===== config.mk =====
export PLATFORM = sky130hd
export DESIGN_NAME = branch_predictor_flat
export DESIGN_NICKNAME = d
export VERILOG_FILES = /design/src/rtl/branch_predictor_if.sv /design/src/rtl/branch_predictor.sv /design/src/flat_wrapper.sv
export SDC_FILE = /design/constraint.sdc
export NUM_CORES = 2
export LEC_CHECK = 0
export BUFFER_PORTS_ARGS = -buffer_cell sky130_fd_sc_hd__buf_4
export CAP_MARGIN = 20
export CORE_MARGIN = 3
export CORE_UTILIZATION = 50
export DETAILED_ROUTE_END_ITERATION = 10
export PLACE_DENSITY = 0.75
export SYNTH_ARGS = -nofsm -noshare
export SYNTH_HDL_FRONTEND = slang
export SYNTH_SLANG_ARGS = --single-unit

===== constraint.sdc =====
create_clock -name clk -period 21.8 [get_ports clk]
set_clock_uncertainty 0.2 [all_clocks]
set_input_delay 2.18 -clock clk [delete_from_list [all_inputs] [get_ports clk]]
set_output_delay 2.18 -clock clk [all_outputs]
set_load 0.1 [all_outputs]

===== src/rtl/branch_predictor_if.sv =====
// Fetch-side lookup, execute-side resolution and perf-counter signals
// between the pipeline and the branch target buffer.
interface branch_predictor_if #(
    parameter int XLEN   = 32,
    parameter int PERF_W = 32
);
    logic              flush_all;
    logic [XLEN-1:0]   if_pc;
    logic              pred_taken;
    logic [XLEN-1:0]   pred_target;
    logic              upd_valid;
    logic [XLEN-1:0]   upd_pc;
    logic              upd_is_jump;
    logic              upd_taken;
    logic [XLEN-1:0]   upd_target;
    logic              upd_pred_taken;
    logic [XLEN-1:0]   upd_pred_target;
    logic              mispredict;
    logic [XLEN-1:0]   redirect_pc;
    logic [PERF_W-1:0] perf_updates;
    logic [PERF_W-1:0] perf_mispredicts;

    modport master (
        output flush_all, if_pc, upd_valid, upd_pc, upd_is_jump, upd_taken,
               upd_target, upd_pred_taken, upd_pred_target,
        input  pred_taken, pred_target, mispredict, redirect_pc,
               perf_updates, perf_mispredicts
    );

    modport slave (
        input  flush_all, if_pc, upd_valid, upd_pc, upd_is_jump, upd_taken,
               upd_target, upd_pred_taken, upd_pred_target,
        output pred_taken, pred_target, mispredict, redirect_pc,
               perf_updates, perf_mispredicts
    );
endinterface


===== src/rtl/branch_predictor.sv =====
// Direct-mapped branch target buffer with saturating direction counters:
// zero-latency next-PC prediction for IF, resolution and redirect from EX.
module branch_predictor #(
    parameter int XLEN     = 32,
    parameter int IDX_BITS = 4,
    parameter int TAG_BITS = 8,
    parameter int CTR_BITS = 2,
    parameter int PERF_W   = 32
) (
    input logic              clk,
    input logic              rst,
    branch_predictor_if.slave bus
);
    localparam int ENTRIES = 1 << IDX_BITS;
    localparam logic [CTR_BITS-1:0] CTR_MAX  = {CTR_BITS{1'b1}};
    localparam logic [CTR_BITS-1:0] CTR_INIT = CTR_BITS'(1) << (CTR_BITS - 1);
    localparam logic [PERF_W-1:0]   PERF_MAX = {PERF_W{1'b1}};

    logic [ENTRIES-1:0]  valid_q;
    logic [TAG_BITS-1:0] tag_q    [ENTRIES];
    logic [XLEN-1:0]     target_q [ENTRIES];
    logic [CTR_BITS-1:0] ctr_q    [ENTRIES];
    logic [ENTRIES-1:0]  jump_q;
    logic [PERF_W-1:0]   perf_upd_q;
    logic [PERF_W-1:0]   perf_mis_q;

    logic [IDX_BITS-1:0] lk_idx;
    logic [TAG_BITS-1:0] lk_tag;
    logic                lk_hit;
    logic                lk_taken;
    logic [IDX_BITS-1:0] up_idx;
    logic [TAG_BITS-1:0] up_tag;
    logic                up_hit;
    logic                mispredict_w;

    assign lk_idx   = bus.if_pc[IDX_BITS+1:2];
    assign lk_tag   = bus.if_pc[IDX_BITS+TAG_BITS+1:IDX_BITS+2];
    assign lk_hit   = valid_q[lk_idx] && (tag_q[lk_idx] == lk_tag);
    assign lk_taken = lk_hit && (jump_q[lk_idx] || ctr_q[lk_idx][CTR_BITS-1]);

    assign bus.pred_taken  = lk_taken;
    assign bus.pred_target = lk_taken ? target_q[lk_idx] : bus.if_pc + XLEN'(4);

    assign up_idx = bus.upd_pc[IDX_BITS+1:2];
    assign up_tag = bus.upd_pc[IDX_BITS+TAG_BITS+1:IDX_BITS+2];
    assign up_hit = valid_q[up_idx] && (tag_q[up_idx] == up_tag);

    assign mispredict_w = bus.upd_valid &&
                          ((bus.upd_pred_taken != bus.upd_taken) ||
                           (bus.upd_taken && (bus.upd_pred_target != bus.upd_target)));

    assign bus.mispredict       = mispredict_w;
    assign bus.redirect_pc      = bus.upd_taken ? bus.upd_target : bus.upd_pc + XLEN'(4);
    assign bus.perf_updates     = perf_upd_q;
    assign bus.perf_mispredicts = perf_mis_q;

    always_ff @(posedge clk or posedge rst) begin
        if (rst) begin
            valid_q    <= '0;
            jump_q     <= '0;
            perf_upd_q <= '0;
            perf_mis_q <= '0;
            for (int i = 0; i < ENTRIES; i++) begin
                tag_q[i]    <= '0;
                target_q[i] <= '0;
                ctr_q[i]    <= '0;
            end
        end else begin
            if (bus.flush_all) begin
                valid_q <= '0;
            end
            if (bus.upd_valid) begin
                if (up_hit) begin
                    if (bus.upd_taken) begin
                        if (ctr_q[up_idx] != CTR_MAX) begin
                            ctr_q[up_idx] <= ctr_q[up_idx] + CTR_BITS'(1);
                        end
                        target_q[up_idx] <= bus.upd_target;
                        jump_q[up_idx]   <= bus.upd_is_jump;
                    end else if (ctr_q[up_idx] != '0) begin
                        ctr_q[up_idx] <= ctr_q[up_idx] - CTR_BITS'(1);
                    end
                end else if (bus.upd_taken && !bus.flush_all) begin
                    // Miss on a taken branch: evict whatever lives at this index.
                    valid_q[up_idx]  <= 1'b1;
                    tag_q[up_idx]    <= up_tag;
                    target_q[up_idx] <= bus.upd_target;
                    jump_q[up_idx]   <= bus.upd_is_jump;
                    ctr_q[up_idx]    <= CTR_INIT;
                end
                if (perf_upd_q != PERF_MAX) begin
                    perf_upd_q <= perf_upd_q + PERF_W'(1);
                end
                if (mispredict_w && (perf_mis_q != PERF_MAX)) begin
                    perf_mis_q <= perf_mis_q + PERF_W'(1);
                end
            end
        end
    end
endmodule


===== src/flat_wrapper.sv =====
// flat-port wrapper written by rule: the top's interface ports become plain ports
module branch_predictor_flat 
#(
    parameter int XLEN     = 32,
    parameter int IDX_BITS = 4,
    parameter int TAG_BITS = 8,
    parameter int CTR_BITS = 2,
    parameter int PERF_W   = 32
)
  (clk, rst, bus_flush_all, bus_if_pc, bus_upd_valid, bus_upd_pc, bus_upd_is_jump, bus_upd_taken, bus_upd_target, bus_upd_pred_taken, bus_upd_pred_target, bus_pred_taken, bus_pred_target, bus_mispredict, bus_redirect_pc, bus_perf_updates, bus_perf_mispredicts);
  branch_predictor_if #(.XLEN(XLEN), .PERF_W(PERF_W)) bus_i ();
  input logic clk;
  input logic rst;
  input wire logic [$bits(bus_i.flush_all)-1:0] bus_flush_all;
  input wire logic [$bits(bus_i.if_pc)-1:0] bus_if_pc;
  input wire logic [$bits(bus_i.upd_valid)-1:0] bus_upd_valid;
  input wire logic [$bits(bus_i.upd_pc)-1:0] bus_upd_pc;
  input wire logic [$bits(bus_i.upd_is_jump)-1:0] bus_upd_is_jump;
  input wire logic [$bits(bus_i.upd_taken)-1:0] bus_upd_taken;
  input wire logic [$bits(bus_i.upd_target)-1:0] bus_upd_target;
  input wire logic [$bits(bus_i.upd_pred_taken)-1:0] bus_upd_pred_taken;
  input wire logic [$bits(bus_i.upd_pred_target)-1:0] bus_upd_pred_target;
  output wire logic [$bits(bus_i.pred_taken)-1:0] bus_pred_taken;
  output wire logic [$bits(bus_i.pred_target)-1:0] bus_pred_target;
  output wire logic [$bits(bus_i.mispredict)-1:0] bus_mispredict;
  output wire logic [$bits(bus_i.redirect_pc)-1:0] bus_redirect_pc;
  output wire logic [$bits(bus_i.perf_updates)-1:0] bus_perf_updates;
  output wire logic [$bits(bus_i.perf_mispredicts)-1:0] bus_perf_mispredicts;
  assign bus_i.flush_all = bus_flush_all;
  assign bus_i.if_pc = bus_if_pc;
  assign bus_i.upd_valid = bus_upd_valid;
  assign bus_i.upd_pc = bus_upd_pc;
  assign bus_i.upd_is_jump = bus_upd_is_jump;
  assign bus_i.upd_taken = bus_upd_taken;
  assign bus_i.upd_target = bus_upd_target;
  assign bus_i.upd_pred_taken = bus_upd_pred_taken;
  assign bus_i.upd_pred_target = bus_upd_pred_target;
  assign bus_pred_taken = bus_i.pred_taken;
  assign bus_pred_target = bus_i.pred_target;
  assign bus_mispredict = bus_i.mispredict;
  assign bus_redirect_pc = bus_i.redirect_pc;
  assign bus_perf_updates = bus_i.perf_updates;
  assign bus_perf_mispredicts = bus_i.perf_mispredicts;
  branch_predictor #(.XLEN(XLEN), .IDX_BITS(IDX_BITS), .TAG_BITS(TAG_BITS), .CTR_BITS(CTR_BITS), .PERF_W(PERF_W)) u_core (.clk(clk), .rst(rst), .bus(bus_i));
endmodule

[Word level (Yosys, flattened, before mapping)]
Index checks and enable logic that the tools add are counted.
Word-level totals
  bits in latches: 0
  memory bits (read-only): 0
  flip-flop bits (word level): 768
  memories kept: 0
  RAM bits: 0
  word-level logic and storage cells: 151
Operators by class
  eq/ne operators: 10
  muxes and demuxes: 51
  div/mod/pow operators: 0
  reductions and logical operators: 19
  add/sub/neg operators: 6
  $lt $le $gt $ge: 6
  bitwise gates (word level): 7
  shifts and indexed selects: 0
  multiply operators: 0
Operators by type and width (number)
  $mux 512: 3
  $bwmux 512: 1
  $mux 32: 10
  $bmux 32 s4: 1
  $bwmux 128: 1
  $demux 32 s4: 1
  $mux 16: 7
  $add 32x1->32 const B: 2
  $add 32x3->32 const B: 2
  $bmux 8 s4: 2
  $bwmux 32: 2
  $ne 32x32->1 const B: 2
  $mux 8: 5
  $demux 8 s4: 1
  $ne 32x32->1: 1
  $or 16x16->16: 2
  $and 16x16->16: 1
  $bmux 2 s4: 2
  $bwmux 16: 1
  $eq 8x8->1: 2
  $not 16->16: 1
  $bmux 1 s4: 3
  $ge 5x5->1 const B: 2
  $lt 4x5->1 const B: 2
  20 further kinds: 42

[Longest topological paths before layout]
  depth after elaboration: 9
  mapped depth: 15
  gate-level depth less buffers: 10

[Worst setup path before layout]
Ideal clock, no wire load.
  kind: in2out
  start: input port bus_upd_pc[2]
  end: output port bus_redirect_pc[25]
  setup slack: 12.804 ns
  path buffers: 5
  required time: 19.420 ns
  cell stages on the path: 12
  arrival: 6.616 ns
  cell sequence: buf_2 -> buf_6 -> buf_4 -> buf_2 -> inv_1 -> or4_1 -> or3_1 -> clkbuf_1 -> nor2_1 -> nand3_1 -> xor2_1 -> o21ai_0
On the way
  word-level cells in the longest chain between the ends: 2
RTL lines
  from (decl): RTL line flat_wrapper.sv:17  | input wire logic [$bits(bus_i.upd_pc)-1:0] bus_upd_pc;
  $add 32x3->32: RTL line branch_predictor.sv:53  | assign bus.redirect_pc = bus.upd_taken ? bus.upd_target : bus.upd_pc + XLEN'(4);
  $mux 32: RTL line branch_predictor.sv:53
  to (decl): RTL line flat_wrapper.sv:26  | output wire logic [$bits(bus_i.redirect_pc)-1:0] bus_redirect_pc;
No other way between the ends.

[Final worst setup path]
  start: input port bus_if_pc[3]
  end: output port bus_pred_target[31]
On the way
  word-level cells in the longest chain between the ends: 8
RTL lines
  from (decl): RTL line flat_wrapper.sv:15  | input wire logic [$bits(bus_i.if_pc)-1:0] bus_if_pc;
  $not 4->5 (implied by the code): RTL line branch_predictor.sv:38, branch_predictor.sv:39, branch_predictor.sv:42
  $bmux 8 s4: RTL line branch_predictor.sv:38  | assign lk_hit = valid_q[lk_idx] && (tag_q[lk_idx] == lk_tag);
  $mux 8 (implied by the code) (2 in series): RTL line branch_predictor.sv:38
  $eq 8x8->1: RTL line branch_predictor.sv:38
  $logic_and 1x1->1: RTL line branch_predictor.sv:38
  $logic_and 1x1->1: RTL line branch_predictor.sv:39  | assign lk_taken = lk_hit && (jump_q[lk_idx] || ctr_q[lk_idx][CTR_BITS-1]);
  $mux 32 (*): RTL line branch_predictor.sv:42  | assign bus.pred_target = lk_taken ? target_q[lk_idx] : bus.if_pc + XLEN'(4);
  to (decl): RTL line flat_wrapper.sv:24  | output wire logic [$bits(bus_i.pred_target)-1:0] bus_pred_target;
Mark *: on every way between the ends. The rest lies on a longest branch, timed or not. The select of a mux whose other input is x is not followed.

==> flow_results.org <==
** Power
- Clock Power Share :: 0.374
- Of the total power, combinational logic draws 0.178.
- Of the total power, the share spent switching nets is 0.281.
- For this design the ratio of total power to cell area is 87.5 nW/µm².
- The share of total power dissipated in sequential elements is 0.447.
- Static leakage power :: 20.6 nW
- IR Drop Worst-Case VDD :: 160 µV
- Summed over all nets, the switching power comes to 0.00107 W.
- The internal portion of the total power is 0.00275 W.

** GRT
- Total global routing track utilization :: 0.276
- Final global-route overflow total :: 0
- Largest net degree at the start of global routing :: 187
- The via count of the first global-routing pass was 26,500.
- Wire length of the first global-routing pass :: 164,000 µm
- The initial antenna violation count is 4.

** Routing
- Wires add up to 109,000 µm.
- Dividing the detail-routed via count by the number of cells gives 6.35.
- DRC violations left :: 0
- DRT antenna net count :: 0
- Number of iterations in the first detailed-routing pass :: 5
- In the final routed layout, each cell accounts on average for 27.8 µm.
- Iteration-0 DRC count of the detailed router :: 2,261
- The detailed router placed 24,800 vias in this run.

** Clock network
- TritonCTS Buffers :: 81
- Source-to-sink clock delay at the later pin of the worst-skew pair :: 0.63 ns
- TritonCTS built the clock tree.
- Num Clock Sinks :: 768
- The number of gates resized after CTS was 0.
- The cell sitting at the root of the clock tree is a clkbuf_16.
- After clock tree synthesis, the clock-pin slew on the worst setup and hold paths is 0.06 ns.
- The longest clock path from root to sink contains 3 buffers.
- Hold repair after CTS inserted 0 buffers.
- CTS built an H-tree with a depth of 3.
- Postcts setup bufs :: 0

** Worst hold path
- Worst min-delay path startpoint :: u_core.target_q[151]$_DFFE_PP0P_
- Hold crit path type :: flip-flop to flip-flop

** Placement
- Before CTS, the worst setup slack after placement is 12.63 ns.
- Quantity of I/O buffers inserted on ports :: 264
- Total placed instance area :: 40,800 µm²
- Dpl hpwl :: 68,100 µm
- Placer congestion estimate :: 0.917

** Logic synthesis
- Post-synth EDFFs :: 0
- Proportion of synthesized area in mux cells :: 0.348
- Post-synthesis compound-gate area fraction :: 0.0287
- Dividing the synthesized area by the synthesized cell count gives 14.1 µm².
- Post-synth top area cell :: dfrtp_1
- Asr flop ratio synth :: 1.00
- Cell Area, Synth :: 38,200 µm²
- Post-synthesis simple-gate area fraction :: 0.0507
- Among all cell types in the netlist, the one instantiated most often is dfrtp_1.
- Largest family of logic cells by synthesized area :: multiplexers
- Of the total synthesized cell area, the portion taken by XOR and XNOR cells is 0.0376.
- For this run, the register share of the synthesized area comes to 0.503.
- Most area-consuming cells after synthesis :: dfrtp_1, mux4_2, mux2_2
- Counting instances in the post-synthesis netlist gives the leading cell types as dfrtp_1, mux2_2, mux2_1.
- Synth Net Count :: 2,856
- Area fraction of the dominant cell type after synthesis :: 0.503
- Number of synthesized register bits :: 768
- Count of cell types in the netlist :: 53
- The cell count after synthesis came out at 2,712.
- Number of warnings reported in the yosys synthesis log :: 0
- The most used flip-flop cell after synthesis is dfrtp_1.
- Of the total synthesized cell area, the portion taken by full adders, half adders and majority gates is 0.00295.

** Setup path
- CP Depth :: 10
- CP Class :: input port to primary output
- STA classifies the critical path startpoint as an input port.
- Critical Path Sink Type :: primary output
- Register-to-register path setup slack :: 17.73 ns
- Capture point of the critical path :: bus_pred_target[31]
- The most numerous cell type found on the critical path is buf_4.
- In this run the worst setup path begins at bus_if_pc[3].
- Buffer and inverter count on the worst path :: 4
- Traced cell by cell, the critical path runs through buf_6, buf_4, mux4_2, mux4_2, xnor2_1, nand2_1, or4_2, buf_4, a21oi_1, buf_4.
- Of all nets on the critical path, the largest fanout is 63.
- Measured in cells, the most critical reg-to-reg path has a length of 10.
- Worst endpoint data arrival time :: 6.85 ns
- The slowest stage of the critical path belongs to the cell or4_2.
- Data required time of the critical path :: 19.42 ns
- Largest stage delay on the critical path :: 0.95 ns
- R2r startpoint :: u_core.tag_q[1]$_DFFE_PP0P_
- The endpoint identified for the worst register-to-register timing path is u_core.tag_q[105]$_DFFE_PP0P_.
- Cell type group with the largest total delay on the critical path :: buffers and inverters

** STA
- Setup total negative slack on the finished layout was measured at 0 ns.
- Measured against its own limit, the worst slew margin works out to 0.222.
- The max-slew violation count is 0.
- Based on the critical path, the design can be clocked at up to 108 MHz.
- The worst path in the final design needs a cycle of 9.23 ns, including I/O delays and setup.
- Number of hold violations in the final report :: 0
- At the pin with the least slew margin, the transition time is 1.16 ns.
- Setup violations remaining at the end of the flow were counted as 0.
- Final worst-path cycle share :: 0.423
- Setup repair after global routing missed its margin :: false
- Fin worst setup slack :: 12.57 ns

** Flow run
- Max cap viols :: 0

** Cells and area
- After routing the design area is 43,700 µm².
- The area growth from synthesis to layout is 14.2%.
- Fraction of layout instances using a drive strength above 1 :: 0.364
- The filler cells instantiated in the layout total 5,747.
- Final nets :: 3,020

** Run status
- Status :: finished, final reports clean

** Floorplan
- In this run the count of I/O pins placed on the die edge is 265.
- Chip height :: 283 µm
- Chip Width :: 283 µm
- The initial utilization of the core area, before any placement, comes to 0.509.
- Num rows :: 100
- Die area :: 79,800 µm²
- Floorplan core area :: 75,100 µm²
worst register-to-register path, stage by stage, from the launching register on:
cell	delay [ns]
dfrtp_1	0.39
mux4_2	0.47
mux2_2	0.30
and2_1	0.16
o221a_2	0.22
nor2_1	0.41
o31ai_2	0.14
buf_4	0.23
nor2_1	0.76
buf_4	0.32
mux2_2	0.35
cell usage in the layout, fill, tap and decap left out, drive strengths merged, types with 4 or more instances in the layout:
cell,count
and4,8
nand4,31
nor2,98
nor2b,5
buf,310
mux2,668
bufinv,9
nand2,107
mux4,237
xor2,77
clkbuf,113
and2,10
clkinv,16
mux2i,45
dfrtp,768
a21o,16
o211ai,11
nor3,12
o221a,17
xnor2,87
and3,20
clkinvlp,4
o21ai,69
nand3,53
ha,9
inv,38
nand2b,18
a21oi,31
a22oi,10
nor4,13
a22o,4
or3,4
worst min-delay path by stage:
stage                                       endpoint  slack, ns  cells past startpoint
detailed placement  u_core.target_q[180]$_DFFE_PP0P_       0.28                      1
CTS                 u_core.target_q[292]$_DFFE_PP0P_       0.29                      1
floorplan           u_core.target_q[160]$_DFFE_PP0P_       0.26                      1
global placement    u_core.target_q[296]$_DFFE_PP0P_       0.27                      1
global route        u_core.target_q[282]$_DFFE_PP0P_       0.30                      1
finish              u_core.target_q[151]$_DFFE_PP0P_       0.28                      1
logic make-up (layout without fill, tap and decap cells):
kind of cell / after synthesis / after routing
multiplexers: 950 / 950
flip-flops: 768 / 768
AND/OR/NAND/NOR: 390 / 390
buffers and inverters: 265 / 490
AO/OA/AOI/OAI: 166 / 166
XOR/XNOR: 164 / 164
adder cells (fa/ha/maj): 9 / 9
other: 0 / 2
metal layers:
metal | track usage | vias up | wire, µm
met3 | 0.0825 | 253 | 11100
met4 | 0.102 | 4 | 4010
met2 | 0.430 | 1155 | 49600
li1 | - | 10300 | -
met5 | 0 | - | 21
met1 | 0.368 | 13100 | 43900
sequential cells by signal (all words and copies together), names as in the netlist:
| register | count |
|---|---|
| u_core.target_q | 512 |
| u_core.tag_q | 128 |
| u_core.bus.perf_mispredicts | 32 |
| u_core.bus.perf_updates | 32 |
| u_core.ctr_q | 32 |
| u_core.jump_q | 16 |
| u_core.valid_q | 16 |
stage by stage:
| stage | power, W | cells | utilization | hold WS (ns) |
|---|---|---|---|---|
| after floorplan | 0.00222 | 2712 | - | 0.259 |
| after global placement | 0.00237 | 3755 | 0.543 | 0.268 |
| after detailed placement | 0.00241 | 3756 | 0.543 | 0.275 |
| after CTS | 0.00384 | 3900 | 0.580 | 0.290 |
| after global routing | 0.00397 | 3906 | 0.582 | 0.298 |
| final | 0.00382 | 3908 | 0.582 | 0.284 |
layout make-up:
class	instances	area, µm²	share of cell area
Antenna cell	2	5.00	0.000115
Clock buffer	113	2330	0.0533
Clock inverter	31	435	0.00997
Inverter	36	139	0.00318
Multi-Input combinational cell	1679	17900	0.410
Sequential cell	768	19200	0.440
Tap cell	969	1210	0.0278
Timing Repair Buffer	310	2410	0.0552
power groups by stage:
stage               registers [W]  logic [W]  clock network (W)
floorplan                 0.00178   0.000435                  0
finish                    0.00171   0.000681            0.00143
global route              0.00173   0.000724            0.00152
global placement          0.00171   0.000657                  0
CTS                       0.00171   0.000682            0.00145
detailed placement        0.00173   0.000679                  0
(Power assumes the default switching activity.)
